[config.mk]
export PLATFORM = sky130hd
export DESIGN_NAME = oam_dma_engine
export DESIGN_NICKNAME = d
export VERILOG_FILES = /design/src/rtl/oam_dma_engine.sv
export SDC_FILE = /design/constraint.sdc
export NUM_CORES = 1
export LEC_CHECK = 0
export BUFFER_PORTS_ARGS = -buffer_cell sky130_fd_sc_hd__buf_2
export CAP_MARGIN = 5
export CORE_MARGIN = 4
export CORE_UTILIZATION = 35
export CTS_BUF_LIST = sky130_fd_sc_hd__clkbuf_4
export DETAILED_ROUTE_END_ITERATION = 7
export PLACE_DENSITY = 0.62
export SKIP_CTS_REPAIR_TIMING = 1
export SLEW_MARGIN = 20
export SYNTH_ARGS = -nofsm -noshare
export SYNTH_HDL_FRONTEND = slang
export SYNTH_SLANG_ARGS = --single-unit
[constraint.sdc]
create_clock -name clk -period 2.7 [get_ports clk]
set_input_delay 0.27 -clock clk [delete_from_list [all_inputs] [get_ports clk]]
set_output_delay 0.27 -clock clk [all_outputs]
set_load 0.02 [all_outputs]
[src/rtl/oam_dma_engine.sv]
// oam_dma_engine
//   Game Boy OAM DMA bus master. A trigger (CPU write to FF46) copies LEN
//   bytes from {eff_page, 8'h00} to DEST_BASE through the MMU request port,
//   one byte at a time (READ then WRITE, one outstanding request).
//   Pages E0..FF are remapped down by 8'h20 (echo RAM) for the source;
//   page_reg keeps the raw value written for FF46 readback.
//
// Parameters: LEN (1..256), DEST_BASE, START_DELAY (0..15 idle cycles
//   between trigger and first read).
//
// Optional feature macro: OAM_DMA_RESTART_EN
//   defined   : a trigger while active restarts the copy from byte 0 with the
//               new page (any outstanding request is completed and discarded).
//   undefined : triggers while active are ignored.
//
// Ports:
//   clk, reset (async, active-low)
//   trig_valid, trig_page           : FF46 write strobe and value
//   req_op, req_size, req_addr,
//   req_wdata                       : MMU request (op 00 NONE/01 READ/10 WRITE)
//   resp_valid, resp_rdata          : MMU completion, read data in [7:0]
//   dma_active                      : transfer in progress (incl. delay)
//   page_reg                        : FF46 readback
//   done_pulse                      : one cycle after the final write completes
module oam_dma_engine #(
  parameter int unsigned LEN         = 160,
  parameter logic [15:0] DEST_BASE   = 16'hFE00,
  parameter int unsigned START_DELAY = 1
) (
  input  logic        clk,
  input  logic        reset,
  input  logic        trig_valid,
  input  logic [7:0]  trig_page,
  output logic [1:0]  req_op,
  output logic        req_size,
  output logic [15:0] req_addr,
  output logic [15:0] req_wdata,
  input  logic        resp_valid,
  input  logic [15:0] resp_rdata,
  output logic        dma_active,
  output logic [7:0]  page_reg,
  output logic        done_pulse
);

  typedef enum logic [1:0] {IDLE, DELAY, READ, WRITE} state_t;

  localparam logic [1:0] OP_NONE  = 2'b00;
  localparam logic [1:0] OP_READ  = 2'b01;
  localparam logic [1:0] OP_WRITE = 2'b10;

  localparam logic [8:0] LAST_CNT = 9'(LEN - 1);
  // Only meaningful when START_DELAY > 0; DELAY is unreachable otherwise.
  localparam logic [3:0] DLY_LAST = 4'(START_DELAY - 1);
  localparam state_t     FIRST_ST = (START_DELAY == 0) ? READ : DELAY;

  function automatic logic [7:0] eff_page(input logic [7:0] p);
    return (p >= 8'hE0) ? (p - 8'h20) : p;
  endfunction

  state_t      state, state_nx;
  logic [8:0]  cnt;
  logic [7:0]  src_page;
  logic [7:0]  data_lat;
  logic [7:0]  page_q;
  logic [7:0]  pend_page;
  logic [3:0]  dly;
  logic        done_q;
  logic        pend_valid;

  logic        busy;
  logic        last_done;
  logic        start_acc;
  logic [7:0]  start_page;
  logic        reload;
  logic [7:0]  reload_page;

  logic        unused_rdata_hi;
  assign unused_rdata_hi = ^resp_rdata[15:8];

`ifdef OAM_DMA_RESTART_EN
  logic restart_q;
  logic trig_active;
`endif

  // Event decode shared by next-state and datapath logic.
  always_comb begin
    busy        = (state == READ) || (state == WRITE);
    last_done   = (state == WRITE) && resp_valid && (cnt == LAST_CNT);
    start_acc   = (state == IDLE) && (trig_valid || pend_valid);
    start_page  = trig_valid ? trig_page : pend_page;
    reload      = 1'b0;
    reload_page = page_q;
`ifdef OAM_DMA_RESTART_EN
    // A trigger landing exactly on the final write's completion is not a
    // restart: it is queued and started from IDLE like any other trigger.
    trig_active = trig_valid && (state != IDLE) && !(last_done && !restart_q);
    reload      = ((state == DELAY) && trig_valid) ||
                  (busy && resp_valid && (restart_q || trig_active));
    reload_page = trig_valid ? trig_page : page_q;
`endif
  end

  // State register.
  always_ff @(posedge clk or negedge reset) begin
    if (!reset) state <= IDLE;
    else        state <= state_nx;
  end

  // Next-state logic.
  always_comb begin
    state_nx = state;
    unique case (state)
      IDLE:  if (start_acc) state_nx = FIRST_ST;
      DELAY: begin
        if (reload)               state_nx = FIRST_ST;
        else if (dly == DLY_LAST) state_nx = READ;
      end
      READ: begin
        if (resp_valid) state_nx = reload ? FIRST_ST : WRITE;
      end
      WRITE: begin
        if (resp_valid) begin
          if (reload)                 state_nx = FIRST_ST;
          else if (cnt == LAST_CNT)   state_nx = IDLE;
          else                        state_nx = READ;
        end
      end
      default: state_nx = IDLE;
    endcase
  end

  // Datapath: counter, page, data latch, done and queued-trigger registers.
  always_ff @(posedge clk or negedge reset) begin
    if (!reset) begin
      cnt        <= '0;
      src_page   <= '0;
      data_lat   <= '0;
      page_q     <= '1;
      pend_page  <= '0;
      pend_valid <= 1'b0;
      dly        <= '0;
      done_q     <= 1'b0;
`ifdef OAM_DMA_RESTART_EN
      restart_q  <= 1'b0;
`endif
    end else begin
      done_q <= last_done && !reload;

      if (start_acc) begin
        page_q     <= start_page;
        src_page   <= eff_page(start_page);
        cnt        <= '0;
        dly        <= '0;
        pend_valid <= 1'b0;
      end else if (reload) begin
        src_page <= eff_page(reload_page);
        cnt      <= '0;
        dly      <= '0;
      end else begin
        unique case (state)
          DELAY: dly <= dly + 4'd1;
          READ:  if (resp_valid) data_lat <= resp_rdata[7:0];
          WRITE: if (resp_valid && (cnt != LAST_CNT)) cnt <= cnt + 9'd1;
          default: ;
        endcase
      end

      if (last_done && trig_valid && !reload) begin
        pend_valid <= 1'b1;
        pend_page  <= trig_page;
      end

`ifdef OAM_DMA_RESTART_EN
      // page_reg follows FF46 at once; the source page used for addressing
      // only changes when the in-flight request has completed.
      if (trig_active) page_q <= trig_page;
      if (busy && resp_valid)        restart_q <= 1'b0;
      else if (trig_active && busy)  restart_q <= 1'b1;
`endif
    end
  end

  // Output logic.
  always_comb begin
    req_op     = OP_NONE;
    req_size   = 1'b0;
    req_addr   = '0;
    req_wdata  = '0;
    dma_active = (state != IDLE);
    page_reg   = page_q;
    done_pulse = done_q;
    unique case (state)
      READ: begin
        req_op   = OP_READ;
        req_addr = {src_page, cnt[7:0]};
      end
      WRITE: begin
        req_op    = OP_WRITE;
        req_addr  = DEST_BASE + {7'd0, cnt};
        req_wdata = {8'h00, data_lat};
      end
      default: ;
    endcase
  end

endmodule

==> results.py, run 1 <==
metrics = {
    "finish": {
        "drive_gt1_share_pct": 34.6,
        "final_nets": 314,
        "insertedDiodeCount": 0,
        "seq_area_um2": 1240,
        "largest_register": "cnt",
        "final_util_pct": 43.0,
        "syn_to_final_growth_pct": 18.3,
        "final_common_cell": "buf_2",
        "fillerInstances": 676,
        "final_cell_area_um2": 2940,
        "largest_reg_flops": 9,
        "layout_common_cells": "55 x buf_2, 41 x dfrtp_1, 23 x nand2_1, 17 x o21a_1, 12 x o21ai_0",
        "multi_input_area_um2": 1140,
    },
    "route": {
        "wl_um": 5030,
        "vias_per_cell": 4.64,
        "firstDrtPassIters": 4,
        "wl_per_cell_um": 13.3,
        "drc": 0,
        "ant_nets": 0,
        "drt_iter0_markers": 68,
        "num_vias": 1758,
    },
    "synth": {
        "syn_inst": 226,
        "synth_ff_type": "dfrtp_1",
        "ys_ff_latch": 49,
        "syn_avg_cell_area_um2": 11.0,
        "synth_edf_count": 0,
        "ys_seq_area_share_pct": 49.8,
        "syn_area_um2": 2480,
        "yosysUniqueCellTypes": 37,
        "yosys_warnings": 0,
        "async_reset_ff_share_pct": 100,
    },
    "timing": {
        "fin_crit_sh_pct": 74.3,
        "slew_headroom_pct": 54.9,
        "period_minus_slack_ns": 2.01,
        "max_freq_mhz": 499,
        "rsz0062_at_grt": "false",
        "hold_violations": 0,
        "slew_viol_final": 0,
        "worst_slew_pin_slew_ns": 0.677,
        "setup_slack_ns": 0.694,
        "final.setup_skew_ns": 0.00907,
        "fin_setup_tns_ns": 0,
        "setup-violations-final": 0,
    },
    "setup_path": {
        "arrival_ns": 1.74,
        "path_buf_inv": 2,
        "cp-start-kind": "flop",
        "critPathCaptureType": "output pin",
        "crit_family": "flip-flops",
        "path_max_fanout": 18,
        "cp_cell_sequence": "buf_4, nor2b_1, buf_2",
        "path_class": "flop to output pin",
        "critPathRequiredTime_ns": 2.43,
        "critPathSlowestCell": "dfrtp_1",
        "max_stage_delay_ns": 0.72,
    },
    "die": {
        "start_util_pct": 36.4,
        "core.rowCount": 30,
        "die_y_um": 92.2,
        "io_pins": 73,
        "core_area_um2": 6830,
        "die_width_um": 92.2,
        "dieArea_um2": 8510,
    },
    "min_path": {
        "hold_class": "input port to flop",
    },
    "global_route": {
        "grt_overflow": 0,
        "grt_max_degree": 32,
        "antenna_found_initial": 0,
        "grt_pass1_vias": 1807,
        "grt_usage_pct": 12.5,
        "grt_pass1_wl_um": 8630,
    },
    "placement": {
        "port_buffers": 55,
        "gp_congestion": 0.693,
        "pre_cts_ws_ns": 0.733,
        "place_hpwl_um": 3720,
        "placed_area_um2": 2830,
    },
    "status": {
        "outcome": "finished, final reports clean",
    },
    "job": {
        "maxCapViolations": 0,
    },
    "power": {
        "p_per_area_nw_per_um2": 795,
        "vdd.ir_drop.worst_uv": 305,
        "p_leak_nw": 1.48,
    },
    "cts": {
        "clock_sinks": 49,
        "h-tree-depth": 2,
        "cts_tree": "yes",
        "clkLatencyLatePin_ns": 0.36,
        "root_buffer": "clkbuf_4",
        "clkTransAtPathRegs_ns": 0.14,
        "numCtsBuffers": 5,
        "cts.path.max_buffers": 2,
    },
}
==> metrics by stage <==
stage	std cells	hold WS [ns]	power, W
after floorplan	234	-0.0256	0.00157
after global routing	379	0.0972	0.00250
after detailed placement	370	0.233	0.00185
after global placement	370	0.234	0.00183
final	379	0.129	0.00234
after CTS	378	-0.187	0.00238
==> cells in the mapped netlist (2+ instances only) <==
cell type / number / area share [%]
o21a_1: 17 / 5.1
nand2_1: 23 / 3.5
nand4_1: 5 / 1.3
a21o_1: 2 / 0.60
clkbuf_1: 6 / 0.91
mux2i_1: 11 / 4.4
or2_1: 2 / 0.50
mux2_4: 8 / 4.8
ha_1: 4 / 2.0
nand2b_1: 2 / 0.50
nor2_1: 10 / 1.5
nor2b_1: 3 / 0.76
and4_1: 2 / 0.71
and3_1: 9 / 2.3
buf_4: 9 / 2.7
dfrtp_1: 41 / 41
o31ai_1: 2 / 0.60
inv_1: 3 / 0.45
dfstp_2: 8 / 8.5
mux2_2: 9 / 4.1
and2_1: 10 / 2.5
buf_2: 4 / 0.81
xor2_1: 2 / 0.71
a21oi_1: 3 / 0.60
nand3_1: 8 / 1.6
o21ai_0: 12 / 2.4
==> power breakdown <==
| group | internal [W] | switching [W] | leakage, nW |
|---|---|---|---|
| Combinational | 0.000356 | 0.000489 | 0.834 |
| Clock | 0.000287 | 0.000231 | 0.0552 |
| Sequential | 0.000860 | 0.000113 | 0.590 |
==> final timing paths <==
check	cells after the start	slack, ns	end	start
worst max-delay path	3	0.69	req_op[0]	state[1]$_DFFE_PN0P_
worst min-delay path	2	0.13	data_lat[5]$_DFFE_PN0P_	resp_rdata[5]
worst max register to register	4	0.72	pend_page[6]$_DFFE_PN0P_	state[1]$_DFFE_PN0P_
worst min register to register	2	0.49	page_reg[6]$_DFFE_PN1P_	page_reg[6]$_DFFE_PN1P_
max in group asynchronous	3	1.56	page_reg[7]$_DFFE_PN1P_	reset
min in group asynchronous	2	0.36	cnt[1]$_DFFE_PN0P_	reset
==> layer usage <==
layer / track usage, % / share of wire [%] / wire, µm / vias to the layer above
li1: - / - / - / 877
met1: 16.2 / 46 / 2320 / 824
met2: 19.8 / 46 / 2290 / 50
met3: 3.86 / 6.3 / 319 / 7
met4: 4.46 / 2.0 / 102 / 0
met5: 0 / 0 / 0 / -
==> worst reg2reg max path: stages, from the launching register on <==
cell and delay [ns]:
dfrtp_1 0.72, and3_1 0.40, nand2_1 0.18, nor2_8 0.26, mux2_4 0.33
==> area by class of cell <==
| cell class | instances | share of cell area, % |
|---|---|---|
| clock inverters | 3 | 2.21 |
| well taps | 96 | 4.09 |
| repair buffers | 61 | 11.0 |
| flip-flops and latches | 49 | 42.1 |
| inverters | 4 | 0.511 |
| clock buffers | 5 | 1.28 |
| multi-input cells | 161 | 38.8 |
==> logic make-up (layout without fill, tap and decap cells) <==
group                      Yosys count  count (layout)  share of synthesized area (%)
AOI/OAI and AO/OA                   39              39                           10.6
other                                1               9                          0.151
DFF                                 49              49                           49.8
xor gates and xnor gates             3               3                           1.06
adders and majority gates            4               4                           2.02
muxes                               28              28                           13.4
and+or+nand+nor                     78              78                           17.5
buffers and inverters               24              73                           5.49
(Power assumes the default switching activity.)
==> run 2: changes to the inputs <==
ABC_AREA = 1   (was unset)
PLACE_DENSITY = 0.61   (was 0.62)
clock period = 1.9 ns   (was 2.7 ns; I/O delays follow)
==> results.py, run 2 <==
metrics = {
    "status": {
        "outcome": "finished, final reports clean",
    },
    "cts": {
        "clkLatencyLatePin_ns": 0.36,
        "cts.path.max_buffers": 2,
        "numCtsBuffers": 5,
        "clock_sinks": 49,
        "clkTransAtPathRegs_ns": 0.14,
        "h-tree-depth": 2,
        "cts_tree": "yes",
        "root_buffer": "clkbuf_4",
    },
    "setup_path": {
        "r2r_cells": 8,
        "critPathCaptureType": "output pin",
        "arrival_ns": 1.51,
        "cp-start-kind": "flop",
        "critPathRequiredTime_ns": 1.71,
        "reg2reg_to": "cnt[5]$_DFFE_PN0P_",
        "r2r_start": "cnt[0]$_DFFE_PN0P_",
        "path_max_fanout": 8,
        "path_class": "flop to output pin",
        "reg2reg_setup_slack_ns": 0.28,
    },
    "route": {
        "wl_per_cell_um": 11.1,
        "drc": 0,
        "firstDrtPassIters": 4,
        "vias_per_cell": 4.42,
        "num_vias": 2211,
        "wl_um": 5570,
        "ant_nets": 0,
        "drt_iter0_markers": 106,
    },
    "global_route": {
        "grt_max_degree": 33,
        "grt_overflow": 0,
        "antenna_found_initial": 0,
        "grt_usage_pct": 13.3,
        "grt_pass1_wl_um": 9430,
        "grt_pass1_vias": 2075,
    },
    "finish": {
        "fillerInstances": 771,
        "largest_register": "cnt",
        "largest_reg_flops": 9,
        "syn_to_final_growth_pct": 17.0,
        "final_cell_area_um2": 3020,
        "drive_gt1_share_pct": 21.9,
        "final_common_cell": "nand2_1",
        "insertedDiodeCount": 0,
        "final_nets": 432,
        "layout_common_cells": "96 x nand2_1, 55 x buf_2, 52 x inv_1, 40 x dfrtp_1, 35 x nor2_1",
    },
    "synth": {
        "ys_top_cells_by_count": "96 x nand2_1, 52 x inv_1, 41 x dfrtp_1",
        "synth_top_area_share_pct": 39.7,
        "synth.largest_area_cell": "dfrtp_1",
        "yosys_warnings": 0,
        "ys_ff_latch": 49,
        "synth_area_leaders": "dfrtp_1 40%, nand2_1 14%, dfstp_2 8.1%",
        "yosysMostFrequentCell": "nand2_1",
        "ys_seq_area_share_pct": 47.8,
        "syn_inst": 342,
        "synth_ff_type": "dfrtp_1",
        "synth_edf_count": 0,
        "async_reset_ff_share_pct": 100,
        "yosysUniqueCellTypes": 24,
        "syn_area_um2": 2580,
        "syn_avg_cell_area_um2": 7.56,
    },
    "timing": {
        "fin_setup_tns_ns": 0,
        "period_minus_slack_ns": 1.70,
        "final.setup_skew_ns": 0.00461,
        "hold_violations": 0,
        "slew_viol_final": 0,
        "rsz0062_at_grt": "false",
        "setup-violations-final": 0,
        "fin_crit_sh_pct": 89.3,
        "max_freq_mhz": 589,
        "slew_headroom_pct": 52.2,
        "worst_slew_pin_slew_ns": 0.717,
    },
    "job": {
        "maxCapViolations": 0,
    },
    "placement": {
        "placed_area_um2": 2930,
        "port_buffers": 55,
        "gp_congestion": 0.753,
        "place_hpwl_um": 4100,
    },
    "die": {
        "die_y_um": 93.9,
        "die_width_um": 93.9,
        "io_pins": 73,
        "dieArea_um2": 8820,
        "start_util_pct": 35.8,
        "core.rowCount": 31,
        "core_area_um2": 7210,
    },
    "min_path": {
        "hold_class": "input port to flop",
        "holdPathStages": 3,
        "hold_path_startpoint": "resp_rdata[0]",
        "min_to": "data_lat[0]$_DFFE_PN0P_",
    },
    "power": {
        "p_leak_nw": 1.69,
        "vdd.ir_drop.worst_uv": 707,
        "p_per_area_nw_per_um2": 1290,
    },
}
run 2: layout make-up:
class                   count  area, µm²  share of cell area (%)
repair buffers             61        323                    10.7
clock buffers               6       45.0                    1.49
clock inverters             2       33.8                    1.12
well taps                  99        124                    4.10
flip-flops and latches     49       1240                    40.9
multi-input cells         229       1060                    35.0
inverters                  54        203                    6.70
run 2: logic make-up after synthesis:
logic type / after synthesis / synth area share, %
AOI/OAI and AO/OA: 48 / 9.44
xor gates and xnor gates: 2 / 0.678
adders and majority gates: 4 / 1.94
buffers and inverters: 72 / 12.4
DFF: 49 / 47.8
other: 1 / 0.145
and+or+nand+nor: 166 / 27.6
run 2: worst max-delay path by stage:
stage | startpoint | slack, ns | cells past startpoint | endpoint
after detailed placement | state[1]$_DFFE_PN0P_ | 0.25 | 6 | dly[0]$_DFFE_PN0P_
final | state[1]$_DFFE_PN0P_ | 0.20 | 5 | req_addr[8]
after global placement | state[1]$_DFFE_PN0P_ | 0.26 | 6 | dly[1]$_DFFE_PN0P_
after floorplan | state[1]$_DFFE_PN0P_ | 0.50 | 7 | cnt[7]$_DFFE_PN0P_
after CTS | state[1]$_DFFE_PN0P_ | 0.05 | 5 | req_addr[8]
after global routing | state[1]$_DFFE_PN0P_ | 0.09 | 5 | req_addr[8]
run 2: where the power goes:
part / total (W) / leakage, nW / switching (W) / internal [W]
clock: 0.000610 / 0.0433 / 0.000321 / 0.000289
sequential: 0.00154 / 0.613 / 0.000177 / 0.00136
combinational: 0.00174 / 1.04 / 0.00120 / 0.000541
run 2: stage by stage:
stage / setup WS [ns] / hold WS [ns] / total power (W) / utilization, % / instances
final: 0.203 / 0.0704 / 0.00389 / 41.9 / 500
after global placement: 0.264 / 0.280 / 0.00330 / 40.7 / 491
after floorplan: 0.500 / -0.106 / 0.00276 / - / 350
after detailed placement: 0.251 / 0.284 / 0.00333 / 40.7 / 491
after CTS: 0.0537 / -0.130 / 0.00395 / 41.8 / 499
after global routing: 0.0946 / 0.0558 / 0.00421 / 41.9 / 500
run 2: critical path, cell delays in order (launching register included):
cell	delay, ns
dfrtp_2	0.47
inv_1	0.17
nor2_2	0.18
nand2_1	0.06
o21ai_0	0.08
buf_2	0.19
run 2: layer usage:
metal / wire length [µm] / global-route usage, % / vias up
met5: 0 / 0 / -
met4: 44 / 3.61 / 0
met1: 2620 / 17.5 / 1003
li1: - / - / 1155
met2: 2670 / 22.1 / 47
met3: 231 / 2.64 / 6
